### config.mk
export PLATFORM = sky130hd
export DESIGN_NAME = demux_1x4_stream
export DESIGN_NICKNAME = d
export VERILOG_FILES = /design/src/rtl/demux_1x4_stream.sv
export SDC_FILE = /design/constraint.sdc
export NUM_CORES = 1
export LEC_CHECK = 0
export CAP_MARGIN = 20
export CORE_MARGIN = 5
export CORE_UTILIZATION = 43
export CTS_CLUSTER_DIAMETER = 40
export DETAILED_ROUTE_END_ITERATION = 8
export PLACE_DENSITY = 0.76
export SLEW_MARGIN = 40
export SYNTH_ARGS = -nofsm -noshare
export SYNTH_HDL_FRONTEND = slang
export SYNTH_SLANG_ARGS = --single-unit
export TNS_END_PERCENT = 20
### constraint.sdc
create_clock -name clk -period 1.6 [get_ports clk]
set_input_delay 0.4 -clock clk [delete_from_list [all_inputs] [get_ports clk]]
set_output_delay 0.4 -clock clk [all_outputs]
set_load 0.1 [all_outputs]
### src/rtl/demux_1x4_stream.sv
// -----------------------------------------------------------------------------
// demux_1x4_stream
//
// Routes a valid/ready input stream to one of four output lanes selected by
// in_sel. Each lane owns a one-word holding register with its own valid flag
// and its own 8-bit delivered-word counter. A lane accepts a new word when it
// is empty or when its current word leaves on the same edge, so a continuously
// ready lane streams at one word per cycle. A stalled lane never blocks the
// other lanes.
//
// Ports
//   clk        : clock, all state updates on the rising edge
//   rst        : synchronous active-high reset
//   in_data    : word to route (w bits)
//   in_sel     : destination lane 0..3
//   in_valid   : in_data/in_sel are valid
//   in_ready   : the selected lane can take a word this cycle (combinational)
//   out0..out3 : lane holding registers (w bits each)
//   out_valid  : bit i set while lane i holds an undelivered word
//   out_ready  : bit i set when the lane i consumer takes the word
//   out_cnt    : lane i delivered-word count (mod 256) at bits [8i+7:8i]
// -----------------------------------------------------------------------------
module demux_1x4_stream #(
    parameter int w = 8
) (
    input  logic         clk,
    input  logic         rst,
    input  logic [w-1:0] in_data,
    input  logic [1:0]   in_sel,
    input  logic         in_valid,
    output logic         in_ready,
    output logic [w-1:0] out0,
    output logic [w-1:0] out1,
    output logic [w-1:0] out2,
    output logic [w-1:0] out3,
    output logic [3:0]   out_valid,
    input  logic [3:0]   out_ready,
    output logic [31:0]  out_cnt
);

    // Lane state
    logic [w-1:0] lane_data_r [4];
    logic [3:0]   lane_valid_r;
    logic [7:0]   lane_cnt_r   [4];

    // Per-cycle decode
    logic         in_ready_s;
    logic         accept_s;
    logic [3:0]   load_s;
    logic [3:0]   deliver_s;
    logic [3:0]   lane_valid_nxt_s;

    // Input handshake: the selected lane is free if empty or draining now.
    // While in reset every lane is about to be emptied, so report ready.
    always_comb begin
        in_ready_s = 1'b0;
        if (rst) begin
            in_ready_s = 1'b1;
        end else begin
            in_ready_s = (~lane_valid_r[in_sel]) | out_ready[in_sel];
        end
    end

    // Decode accept into a one-hot lane load and the per-lane deliveries.
    always_comb begin
        accept_s  = in_valid & in_ready_s;
        deliver_s = lane_valid_r & out_ready;
        load_s    = 4'b0000;
        case (in_sel)
            2'd0:    load_s = {3'b000, accept_s};
            2'd1:    load_s = {2'b00, accept_s, 1'b0};
            2'd2:    load_s = {1'b0, accept_s, 2'b00};
            2'd3:    load_s = {accept_s, 3'b000};
            default: load_s = 4'b0000;
        endcase
    end

    // Next valid flag per lane: a load wins over a delivery so that a
    // simultaneous drain-and-refill keeps the lane full with no bubble.
    always_comb begin
        lane_valid_nxt_s = lane_valid_r;
        for (int i = 0; i < 4; i++) begin
            if (load_s[i]) begin
                lane_valid_nxt_s[i] = 1'b1;
            end else if (deliver_s[i]) begin
                lane_valid_nxt_s[i] = 1'b0;
            end else begin
                lane_valid_nxt_s[i] = lane_valid_r[i];
            end
        end
    end

    // Lane valid flags.
    always_ff @(posedge clk) begin
        if (rst) begin
            lane_valid_r <= 4'b0000;
        end else begin
            lane_valid_r <= lane_valid_nxt_s;
        end
    end

    // Lane data registers: written only on a load, otherwise held (including
    // after delivery, when the contents are simply stale).
    always_ff @(posedge clk) begin
        if (rst) begin
            for (int i = 0; i < 4; i++) begin
                lane_data_r[i] <= '0;
            end
        end else begin
            for (int i = 0; i < 4; i++) begin
                if (load_s[i]) begin
                    lane_data_r[i] <= in_data;
                end
            end
        end
    end

    // Delivered-word counters, free-running modulo 256.
    always_ff @(posedge clk) begin
        if (rst) begin
            for (int i = 0; i < 4; i++) begin
                lane_cnt_r[i] <= 8'd0;
            end
        end else begin
            for (int i = 0; i < 4; i++) begin
                if (deliver_s[i]) begin
                    lane_cnt_r[i] <= lane_cnt_r[i] + 8'd1;
                end
            end
        end
    end

    // Output mapping.
    always_comb begin
        in_ready  = in_ready_s;
        out0      = lane_data_r[0];
        out1      = lane_data_r[1];
        out2      = lane_data_r[2];
        out3      = lane_data_r[3];
        out_valid = lane_valid_r;
        out_cnt   = {lane_cnt_r[3], lane_cnt_r[2], lane_cnt_r[1], lane_cnt_r[0]};
    end

endmodule

Yosys cells after proc, flatten, opt, wreduce, memory -nomap -nowiden
Memory sizes are Yosys's and may differ from the RTL's.
Cells that the tools add are included.
{"block": "word_totals", "regBits": 4, "ramBits": 64, "out_inout_bits": 69, "wordCells": 79, "memories": 2}
{"block": "op_classes", "add_sub_neg": 4, "order_cmp": 1, "eq_ne": 3, "muxes": 48, "bitwise_logic": 12, "reduce_logical": 5}
{"name": "lane_cnt_r", "depth": 4, "word_bits": 8, "rd": 4, "rd_ports_with_merged_regs": 0, "wr": 4, "line": "44", "text": "logic [7:0] lane_cnt_r [4];"}
{"name": "lane_data_r", "depth": 4, "word_bits": 8, "rd": 4, "rd_ports_with_merged_regs": 0, "wr": 4, "line": "42", "text": "logic [w-1:0] lane_data_r [4];"}
{"op": "$mux 8", "count": 8}
{"op": "$mux 1", "count": 37}
{"op": "$add 8x1->8 const B", "count": 4}
{"op": "$pmux 4 s4", "count": 1}
{"op": "$or 1x1->1", "count": 9}
{"op": "$reduce_bool 2->1", "count": 4}
{"op": "$and 4x4->4", "count": 1}
{"op": "$bmux 1 s2", "count": 2}
{"op": "$eq 2x2->1 const B", "count": 2}
{"op": "$lt 2x3->1 const B", "count": 1}
{"op": "$eq 2x1->1 const B", "count": 1}
{"op": "$logic_not 2->1", "count": 1}
{"op": "$and 1x1->1", "count": 1}
{"op": "$not 1->1", "count": 1}

Logic depth before layout (Yosys ltp)
{"block": "logic_depth", "depth_word": 11, "ltp_mapped": 4}

Worst setup path before layout
OpenSTA, ideal clock, no wires.
{"block": "synth_timing", "path_kind": "register to output", "start": "register lane_valid_r[3], in the netlist out_valid[3]", "end": "output in_ready", "arrival_time_ns": 2.109, "t_required_ns": 1.200, "slack_ns": -0.909, "path_stages_with_launch": 4, "cell_sequence": "dfxtp_1 > nand2b_4 > mux4_2 > or2_1"}
{"block": "synth_via", "elab_chain_len": 5}
{"element": "from (decl)", "line": "43", "text": "logic [3:0] lane_valid_r;"}
{"element": "from (signal assigned)", "line": "98", "text": "lane_valid_r <= lane_valid_nxt_s;"}
{"element": "$bmux 1 s2", "line": "60", "text": "in_ready_s = (~lane_valid_r[in_sel]) | out_ready[in_sel];"}
{"element": "$mux 1 (implied by the code)", "line": "60"}
{"element": "$not 1->1", "line": "60"}
{"element": "$or 1x1->1", "line": "60"}
{"element": "$mux 1", "line": "57", "text": "if (rst) begin"}
{"element": "to (decl)", "line": "31", "text": "output logic in_ready,"}
Every way passes these cells. The select of a mux whose other input is x is not followed.

Worst setup path after layout
{"block": "layout_timing", "start": "input out_ready[3]", "end": "output in_ready"}
{"block": "layout_via", "elab_chain_len": 4}
{"element": "from (decl)", "line": "37", "text": "input logic [3:0] out_ready,"}
{"element": "$bmux 1 s2", "line": "60"}
{"element": "$mux 1 (implied by the code)", "line": "60"}
{"element": "$or 1x1->1", "line": "60"}
{"element": "$mux 1", "line": "57"}
Every way passes these cells. The select of a mux whose other input is x is not followed.

==> metrics.cfg <==
[synth]
synth-seq-area-share_pct = 64.62
synth-edff-count = 64
synth.distinct_cells = 27
yosysTopAreaCell = edfxtp_1
synthTopCellsByArea = edfxtp_1 (62%), and2_1 (7.3%), dfxtp_1 (2.6%)
netlist_instances = 247
synthArstFlopShare_pct = 0
ys.flop_type = edfxtp_1
yosysTopAreaCellShare_pct = 62.04
ys_warn_count = 0
syn-num-nets = 268
syn_area_per_cell_um2 = 12.54
synth-seq-cells = 68
netlist_area_um2 = 3098

[layout]
nets = 384
drive_gt1_share_pct = 38.32
layout_commonest_cell = buf_12
area_growth_pct = 71.28
final_area_um2 = 5306
final_util_pct = 74.35
final_cells = 467
layout_common_cells = buf_12 (74), edfxtp_1 (64), and2_1 (36), buf_4 (24), nor2_1 (20)
diodes = 0

[worst_setup_path]
crit_fanout = 2
critPathKind = input port to primary output
reg2reg_depth = 3
worstSetupEndpointType = primary output
critPathArrivalTime_ns = 1.64
cp-start-kind = input port
critical_path_required_ns = 1.20

[cts]
clk_transition_reported_paths_ns = 0.08
h-tree-depth = 3
cts_num_sinks = 68
cts_tree = yes
clk_path_buf_depth = 2
cts_made_buffers = 9
cts_root_buf = clkbuf_8
clock_latency_ns = 0.33

[pwr]
report.power.total_mw = 4.906
p_leak_nw = 2.028
ir_worst_vdd_v = 0.0005967
power.density_nw_per_um2 = 924.5

[floorplanning]
die_x_um = 94.88
start_util_pct = 43.41
rows = 31
core_area_um2 = 7137
die_area_um2 = 9002
die_h_um = 94.88
io_pins = 86

[timing]
setup_viol = 1
hold_viol = 0
post-route-min-period_ns = 2.042
max-slew-margin-rel_pct = 78.81
finClkSkew_ns = 0.006108
fin_crit_sh_pct = 127.6
tightest_slew_ns = 0.3179
grt_setup_unrepaired = yes
fmax_ghz = 0.4897
whs_ns = 0.5776
tns_ns = -0.4421
setup_ws_ns = -0.4421
drv_slew = 0

[global_routing]
grt_max_degree = 15
antenna_found_initial = 0
grt_pass1_wl_um = 11610
track_usage_pct = 17.07
overflow = 0
grt_pass1_vias = 2365

[routing]
dr.pass1.iters = 4
via_count = 2304
drt_iter0_markers = 66
antenna_left = 0
wl_per_cell_um = 15.59
wl_um = 7281
routed_via_density = 4.934
drc = 0

[place]
placed_area_um2 = 5057
portBuffers = 85
hpwl_um = 5783
gp_routability_congestion = 0.8211
pre_cts_ws_ns = -0.7607
dp.cells = 449

[min_path]
holdCritPathClass = input port to flip-flop
min_path_cells = 4

[status]
violations = setup timing
status = finished, violations left

[run]
maxCapViolCount = 0

==> synthesized netlist by cell type (3+ instances only) <==
cell,n
a21oi_1,13
nand3_1,16
o21ai_0,12
o21bai_1,3
xor2_1,8
nand4_1,4
buf_2,4
xnor2_1,4
dfxtp_1,4
nand2b_4,4
nand2b_1,4
inv_1,4
nand2_1,10
ha_1,4
and2_1,36
edfxtp_1,64
clkbuf_1,5
nor2_1,20
or3_1,12
or2_2,4
==> worst paths after layout <==
kind,from,end,slack (ns)
max,out_ready[3],in_ready,-0.44
min,out_ready[1],out_valid[1],0.58
max reg2reg,lane_cnt_r[1][3],lane_cnt_r[1][6],0.22
min reg2reg,out_valid[0],out_valid[0],0.61
==> kinds of logic after synthesis <==
family | Yosys count | share of synthesized area, %
adder cells (fa/ha/maj) | 4 | 1.616
AND/OR/NAND/NOR | 117 | 21.93
multiplexers | 1 | 0.7269
flip-flops | 68 | 64.62
AO/OA/AOI/OAI | 32 | 5.977
buffers and inverters | 13 | 1.737
XOR/XNOR | 12 | 3.393
==> worst max-delay path: stages <==
cell and delay, ns:
clkdlybuf4s15_1 0.19, nand2b_4 0.15, mux4_2 0.47, or2_4 0.26, buf_12 0.16
==> metal layers <==
layer  GRT usage [%]  vias to the layer above  routed length [µm]  share of wire [%]
met4           6.130                        0                  60               0.82
met3           3.984                        4                 288                4.0
met1           20.03                     1114                2967                 41
met5               0                        -                   0                  0
li1                -                     1135                   -                  -
met2           30.36                       51                3964                 54
==> layout make-up <==
type	instances	area (µm²)
Sequential cell	68	2017
Fill cell	480	1831
Timing Repair Buffer	114	1821
Multi-Input combinational cell	166	1099
Clock buffer	9	123.9
Tap cell	99	123.9
Clock inverter	7	107.6
Inverter	4	15.01
==> state kept, by name, summed over array words and instances, names as in the netlist <==
name         count
lane_cnt_r      32
lane_data_r     32
out_valid        4
==> power by group <==
part           switching [mW]  total [mW]  internal, mW
logic                   0.742        1.18         0.433
clock network           0.701        1.61         0.907
registers              0.0984        2.12          2.02
total                    1.54        4.91          3.36
==> timing repair <==
action                                  in CTS  in global routing
hold buffers                                 0                  0
buffers inserted                             2                  0
pin swaps                                    1                  1
endpoints found under the hold margin        0                  0
resized for setup                           12                  1
endpoints found under the setup margin       1                  2
Power figures use the tool's default switching activity.
